### src/rtl/ad9837_spi_tx.sv
// AD9837 3-wire SPI loader: full init after reset, then rewrites FREQ0 whenever freq moves.
// One cycle from trigger to first fsync fall; words are 35*CLK_DIV cycles each; freq is never stalled.
module ad9837_spi_tx #(
  parameter int CLK_DIV = 4
) (
  input  logic        clk,
  input  logic        reset,
  input  logic [27:0] freq,
  output logic        sclk,
  output logic        sdata,
  output logic        fsync,
  output logic        busy,
  output logic        done
);

  localparam int CW = $clog2(2 * CLK_DIV + 1);
  localparam logic [CW-1:0] PH  = CW'(CLK_DIV - 1);
  localparam logic [CW-1:0] GP  = CW'(2 * CLK_DIV - 1);
  localparam logic [CW-1:0] ONE = CW'(1);

  typedef enum logic [2:0] {IDLE, LEAD, LOW, HIGH, GAP} state_t;

  state_t        state, state_nxt;
  logic [CW-1:0] cnt, cnt_nxt;
  logic [3:0]    bit_cnt, bit_cnt_nxt;
  logic [1:0]    word_idx, word_idx_nxt;
  logic          init_pending, init_pending_nxt;
  logic [27:0]   sent, sent_nxt, shadow, shadow_nxt;
  logic          sclk_nxt, sdata_nxt, fsync_nxt, busy_nxt, done_nxt;
  logic [15:0]   cur_word, next_word, first_word;
  logic [1:0]    last_idx;

  // Word list is derived on the fly from the index; init_pending stays set for the whole init run.
  function automatic logic [15:0] word_of(input logic [1:0] idx, input logic init,
                                          input logic [27:0] sh);
    case (idx)
      2'd0:    word_of = init ? 16'h2100 : 16'h2000;
      2'd1:    word_of = {2'b01, sh[13:0]};
      2'd2:    word_of = {2'b01, sh[27:14]};
      default: word_of = 16'h2000;
    endcase
  endfunction

  assign cur_word   = word_of(word_idx, init_pending, shadow);
  assign next_word  = word_of(word_idx + 2'd1, init_pending, shadow);
  assign first_word = word_of(2'd0, init_pending, freq);
  assign last_idx   = init_pending ? 2'd3 : 2'd2;

  always_ff @(posedge clk or posedge reset) begin
    if (reset) begin
      state        <= IDLE;
      cnt          <= '0;
      bit_cnt      <= '0;
      word_idx     <= '0;
      init_pending <= 1'b1;
      sent         <= '0;
      shadow       <= '0;
      sclk         <= 1'b1;
      sdata        <= 1'b0;
      fsync        <= 1'b1;
      busy         <= 1'b0;
      done         <= 1'b0;
    end else begin
      state        <= state_nxt;
      cnt          <= cnt_nxt;
      bit_cnt      <= bit_cnt_nxt;
      word_idx     <= word_idx_nxt;
      init_pending <= init_pending_nxt;
      sent         <= sent_nxt;
      shadow       <= shadow_nxt;
      sclk         <= sclk_nxt;
      sdata        <= sdata_nxt;
      fsync        <= fsync_nxt;
      busy         <= busy_nxt;
      done         <= done_nxt;
    end
  end

  always_comb begin
    state_nxt        = state;
    cnt_nxt          = cnt;
    bit_cnt_nxt      = bit_cnt;
    word_idx_nxt     = word_idx;
    init_pending_nxt = init_pending;
    sent_nxt         = sent;
    shadow_nxt       = shadow;
    sclk_nxt         = sclk;
    sdata_nxt        = sdata;
    fsync_nxt        = fsync;
    busy_nxt         = busy;
    done_nxt         = 1'b0;
    case (state)
      IDLE: begin
        if (init_pending || (freq != sent)) begin
          shadow_nxt   = freq;
          word_idx_nxt = 2'd0;
          cnt_nxt      = PH;
          state_nxt    = LEAD;
          fsync_nxt    = 1'b0;
          sclk_nxt     = 1'b1;
          sdata_nxt    = first_word[15];
          busy_nxt     = 1'b1;
        end
      end
      LEAD: begin
        if (cnt != '0) cnt_nxt = cnt - ONE;
        else begin
          state_nxt   = LOW;
          cnt_nxt     = PH;
          bit_cnt_nxt = 4'd15;
          sclk_nxt    = 1'b0;
        end
      end
      LOW: begin
        if (cnt != '0) cnt_nxt = cnt - ONE;
        else begin
          state_nxt = HIGH;
          cnt_nxt   = PH;
          sclk_nxt  = 1'b1;
          // Next bit goes out on the rising edge so it settles a full phase before the fall.
          if (bit_cnt != 4'd0) sdata_nxt = cur_word[bit_cnt - 4'd1];
        end
      end
      HIGH: begin
        if (cnt != '0) cnt_nxt = cnt - ONE;
        else if (bit_cnt == 4'd0) begin
          state_nxt = GAP;
          cnt_nxt   = GP;
          fsync_nxt = 1'b1;
          sdata_nxt = 1'b0;
        end else begin
          state_nxt   = LOW;
          cnt_nxt     = PH;
          bit_cnt_nxt = bit_cnt - 4'd1;
          sclk_nxt    = 1'b0;
        end
      end
      GAP: begin
        if (cnt != '0) cnt_nxt = cnt - ONE;
        else if (word_idx == last_idx) begin
          state_nxt        = IDLE;
          done_nxt         = 1'b1;
          busy_nxt         = 1'b0;
          sent_nxt         = shadow;
          init_pending_nxt = 1'b0;
        end else begin
          state_nxt    = LEAD;
          word_idx_nxt = word_idx + 2'd1;
          cnt_nxt      = PH;
          fsync_nxt    = 1'b0;
          sdata_nxt    = next_word[15];
        end
      end
      default: state_nxt = IDLE;
    endcase
  end

endmodule
### config.mk
export PLATFORM = sky130hd
export DESIGN_NAME = ad9837_spi_tx
export DESIGN_NICKNAME = d
export VERILOG_FILES = /design/src/rtl/ad9837_spi_tx.sv
export SDC_FILE = /design/constraint.sdc
export NUM_CORES = 1
export LEC_CHECK = 0
export ABC_AREA = 1
export BUFFER_PORTS_ARGS = -buffer_cell sky130_fd_sc_hd__buf_4
export CAP_MARGIN = 20
export CORE_ASPECT_RATIO = 1.1
export CORE_UTILIZATION = 55
export DETAILED_ROUTE_END_ITERATION = 10
export PLACE_DENSITY = 0.74
export REMOVE_ABC_BUFFERS = 1
export SLEW_MARGIN = 15
export SYNTH_ARGS = -nofsm -noshare
export SYNTH_HDL_FRONTEND = slang
export SYNTH_SLANG_ARGS = --single-unit
### constraint.sdc
create_clock -name clk -period 4.16 [get_ports clk]
set_input_delay 0.208 -clock clk [delete_from_list [all_inputs] [get_ports clk]]
set_output_delay 0.208 -clock clk [all_outputs]
set_load 0.1 [all_outputs]
; ---- After elaboration in Yosys (flattened, before gate mapping)
; Cells that the tools add are included.
; Widths: inputs -> output; s select.
[word_totals]
regBits = 75
input_bits = 30
out_inout_bits = 5
[op_classes]
mux = 54
addsub = 3
reduce_logical = 23
bitwise_logic = 1
n_lt_le_gt_ge = 1
n_eq_ne = 19
[op_table]
columns = op, count
row1 = $pmux 15 s3, 1
row2 = $mux 4, 8
row3 = $ne 28x28->1, 1
row4 = $mux 1, 25
row5 = $mux 3, 7
row6 = $ne 2x2->1 const B, 10
row7 = $reduce_bool 4->1, 5
row8 = $pmux 4 s4, 1
row9 = $pmux 3 s5, 1
row10 = $reduce_and 4->1, 3
row11 = $reduce_and 6->1, 2
row12 = $mux 9, 1
row13 = $pmux 1 s4, 2
row14 = $pmux 4 s2, 1
row15 = $reduce_and 8->1, 1
row16 = $sub 4x1->4 const B, 2
row17 = $eq 3x2->1 const B, 2
row18 = $mux 2, 3
row19 = $reduce_and 3->1, 2
row20 = $lt 4x5->1 const B, 1
row21 = $reduce_and 5->1, 1
row22 = $bmux 1 s4, 1
row23 = $logic_not 4->1, 1
row24 = $pmux 2 s2, 1
row25 = 17 further kinds, 18

; ---- Logic depth before layout (Yosys ltp)
[depth]
depth_word = 7
ltp_mapped = 13
mapped_depth_nobuf = 13

; ---- Least setup slack after synthesis
; Ideal clock, no wire load.
[synth_timing]
path_type = reg2reg
from = reg bit_cnt[0]
to = reg sdata
setup_time_ns = 0.120
path_buffers = 2
t_required_ns = 4.040
arrival_ns = 1.599
synth_period_minus_slack_ns = 1.719
path_stages_with_launch = 13
path_slack_ns = 2.441
path_cell_list = dfrtp_1 > buf_2 > inv_1 > buf_2 > ha_1 > nand3_1 > nand2_2 > inv_1 > nor2_2 > o211ai_1 > nand3b_1 > nand2_1 > nand2_1
[synth_via]
elab_chain_len = 6
word_cells_on_any_way = 11
classes_between = 1 x add/sub / 2 x eq/ne / 5 x mux / 3 x reduce/logical
[synth_rtl]
columns = item, line_no
row1 = "start, declared", 25  ; logic [3:0] bit_cnt, bit_cnt_nxt;
row2 = "start signal, assigned", 66  ; bit_cnt <= bit_cnt_nxt;
row3 = $sub 4x1->4, 121  ; if (bit_cnt != 4'd0) sdata_nxt = cur_word[bit_cnt - 4'd1];
row4 = $bmux 1 s4, 121
row5 = $mux 1 (not written as such), 121
row6 = $mux 1, 121
row7 = $mux 1, 115  ; if (cnt != '0) cnt_nxt = cnt - ONE;
row8 = $pmux 1 s4, 92  ; case (state)
row9 = "end signal, assigned", 72  ; sdata <= sdata_nxt;
row10 = "end, declared", 10  ; output logic sdata,
; Several ways; a longest one is shown, not always the timed one. The select of a mux whose other input is x is not followed.
; A chain may end at the register's enable or synchronous reset.

; ---- Worst setup path in the final report
[layout_timing]
from = reg word_idx[0]
to = reg cnt[1]
[layout_via]
elab_chain_len = 3
[layout_rtl]
columns = item, line_no
row1 = "start, declared", 26  ; logic [1:0] word_idx, word_idx_nxt;
row2 = "start signal, assigned", 67  ; word_idx <= word_idx_nxt;
row3 = $eq 2x2->1, 140  ; else if (word_idx == last_idx) begin
row4 = $ne 3x3->1 (no line), n/a
row5 = $reduce_and 3->1 (no line), n/a
row6 = "end signal, assigned", 65  ; cnt <= cnt_nxt;
row7 = "end, declared", 24  ; logic [CW-1:0] cnt, cnt_nxt;
; No other way between the ends.

==> flow_summary.json <==
{
  "status": "finished with violations",
  "violations": "DRC",
  "fin_cells": 666,
  "ctsHoldBuffers": 0,
  "cts_max_level": 3,
  "worst_slew_pin_slew_ns": 0.885,
  "swShare_pct": 21.4,
  "end_kind": "flip-flop",
  "post-cts-setup-buffers": 0,
  "cts_resized": 0,
  "synth_edf_count": 0,
  "finish.net_count": 614,
  "yosys.area.top_type": "dfrtp_1",
  "drv_slew": 0,
  "diodes": 0,
  "yosysWarnings": 0,
  "fp-row-count": 32,
  "die-area_sq_um": 7800,
  "fmax_mhz": 461,
  "place_hpwl_mm": 6.22,
  "first_global_vias": 3342,
  "final_util_pct": 64.1,
  "drv_cap": 0,
  "clock_sinks": 75,
  "grt_max_degree": 55,
  "drc": 4,
  "cpPeakStageDelay_ns": 0.68,
  "fin_worst_skew_ns": 0.00882,
  "grt.total_usage_pct": 24.9,
  "die_x_microns": 84.3,
  "core_area_sq_um": 7130,
  "drive_gt1_share_pct": 12.9,
  "root_buffer": "clkbuf_8",
  "synth-seq-area-share_pct": 45.9,
  "slowest_stage": "nor2_4",
  "cts_buffers": 9,
  "avgSynthCellArea_sq_um": 7.51,
  "synth_top_area_share_pct": 44.0,
  "netlist_top_cells_area": "dfrtp_1 44%, nand2_1 18%, inv_1 7.0%",
  "power.share.clock_pct": 43.7,
  "synthesis.area_sq_um": 4100,
  "yosys.cell_types.count": 34,
  "worst_slack_ns": 1.99,
  "die_h_microns": 92.5,
  "hp-class": "primary input to async pin",
  "critical_path_class": "flip-flop to flip-flop",
  "rsz0062_at_grt": "no",
  "cts_tree": "built",
  "synth_flop_cell": "dfrtp_1",
  "drt-initial-drc-count": 192,
  "antenna_found_initial": 0,
  "place.gp.congestion": 0.923,
  "pwr-share-comb_pct": 4.5,
  "cp.required_ns": 4.39,
  "clockBufferDepth": 2,
  "powerDensity_nw_per_um2": 307,
  "final-hold-violation-count": 0,
  "grt_pass1_wl_mm": 15.1,
  "vias_per_cell": 5.14,
  "static-leakage-power_nw": 2.42,
  "setup_viol_count_final": 0,
  "cpMostUsedCell": "inv_1",
  "power.switching_uw": 301,
  "synthArstFlopShare_pct": 100,
  "netlist_instances": 545,
  "dp_slack_ns": 2.01,
  "ios": 35,
  "overflow": 0,
  "port-buffer-count": 34,
  "wl_per_cell_microns": 12.8,
  "min_period_over_period_pct": 52.2,
  "cp-start-kind": "flip-flop",
  "drtAntennaViolNets": 0,
  "vias": 3420,
  "clock_latency_ns": 0.35,
  "arrival_ns": 2.40,
  "internal_power_mw": 1.10,
  "fin_setup_tns_ns": 0,
  "p_seq_share_pct": 51.8,
  "critPathMaxFanout": 42,
  "relSlewSlack_pct": 40.9,
  "clkTransAtPathRegs_ns": 0.08,
  "placed_cells_incl_taps": 651,
  "fin_crit_ns": 2.17,
  "drt_wl_total_mm": 8.56,
  "cp_cell_sequence": "inv_1 -> nor2_1 -> nor3_4 -> nand2_2 -> nor2_4 -> inv_1 -> nand3_2 -> a21oi_1",
  "initial_core_util_pct": 57.5,
  "syn2layout_area_growth_pct": 11.6,
  "dr.pass1.iters": 8,
  "ys_ff_latch": 75,
  "vdd_drop_max_mv": 0.178
}
[critical path: cells and delay by family, from the launching register on]
family	cells	cell delay, ns
flops	1	0.43
buf+inv	2	0.28
simple gates	5	1.27
compound gates	1	0.07
[path summary, 6_finish.rpt]
path,start,to,slack [ns],depth (start not counted)
setup / recovery,word_idx[0]$_DFFE_PP0P_,cnt[1]$_DFFE_PP0P_,1.99,8
hold / removal,reset,sent[21]$_DFFE_PP0P_,0.004,2
setup reg to reg,word_idx[0]$_DFFE_PP0P_,cnt[1]$_DFFE_PP0P_,1.99,8
hold reg to reg,fsync$_DFFE_PP1P_,fsync$_DFFE_PP1P_,0.46,2
max in group asynchronous,reset,fsync$_DFFE_PP1P_,3.17,3
min in group clk,freq[6],shadow[6]$_DFFE_PP0P_,0.11,3
[kinds of logic (layout without fill, tap and decap cells)]
kind of cell             Yosys count  in the layout  share of synthesized area [%]
buffers and inverters             93            129                           9.90
adder cells (fa/ha/maj)            7              7                           2.14
XOR/XNOR                          10             10                           2.14
flip-flops                        75             75                           45.9
AO/OA/AOI/OAI                     76             76                           9.90
AND/OR/NAND/NOR                  284            284                           30.0
[routing by layer]
layer / track usage, % / vias up / share of wire [%]
met4: 8.48 / 0 / 1.8
met3: 5.17 / 14 / 4.5
met5: 0 / - / 0
met1: 32.1 / 1585 / 46
li1: - / 1751 / -
met2: 42.1 / 70 / 47
[cell usage in the layout, fill, tap and decap left out, drive strengths merged]
cell,count
a211oi,1
a21oi,15
a22oi,4
buf,35
bufinv,2
clkbuf,10
clkinv,3
clkinvlp,1
dfrtp,72
dfstp,3
ha,7
inv,78
nand2,206
nand3,35
nand3b,3
nand4,2
nor2,36
nor3,1
nor3b,1
o211ai,2
o21ai,52
o22ai,1
o31ai,1
xnor2,6
xor2,4
[per-stage QoR]
step	hold WS, ns	total power, mW	instance area [sq um]
after floorplan	0.350	0.773	3990
after global placement	0.410	0.806	4360
after detailed placement	0.411	0.807	4360
after CTS	0.0353	1.42	4570
after global routing	0.0951	1.45	4570
final	0.00424	1.41	4570
[cells in the mapped netlist, drive strengths merged, types with 2 or more instances]
master  instances
ha              7
xor2            4
dfrtp          72
a22oi           4
buf            14
xnor2           6
o21ai          52
dfstp           3
nand3          35
nand4           2
nand3b          3
inv            78
nor2           36
a21oi          15
o211ai          2
nand2         206
[cell type report]
type / instances / area (sq um)
clock inverter: 5 / 77.6
fill: 644 / 2560
clock buffer: 10 / 138
tap: 85 / 106
inverter: 79 / 297
multi-input combinational: 377 / 1810
sequential: 75 / 1880
timing repair buffer: 35 / 263
[flip-flops by register name (all words and copies together), names as in the netlist]
register      flops
cnt               4
word_idx          2
sdata             1
busy              1
init_pending      1
sclk              1
sent             28
shadow           28
done              1
bit_cnt           4
state             3
fsync             1
[power groups by stage]
stage                     Clock (mW)  Sequential [mW]  Combinational, mW
after floorplan                    0            0.743             0.0303
after global placement             0            0.743             0.0632
after detailed placement           0            0.743             0.0640
after CTS                      0.625            0.729             0.0643
after global routing           0.653            0.728             0.0735
final                          0.614            0.729             0.0626
No activity file was read; power rests on OpenSTA's default activity.
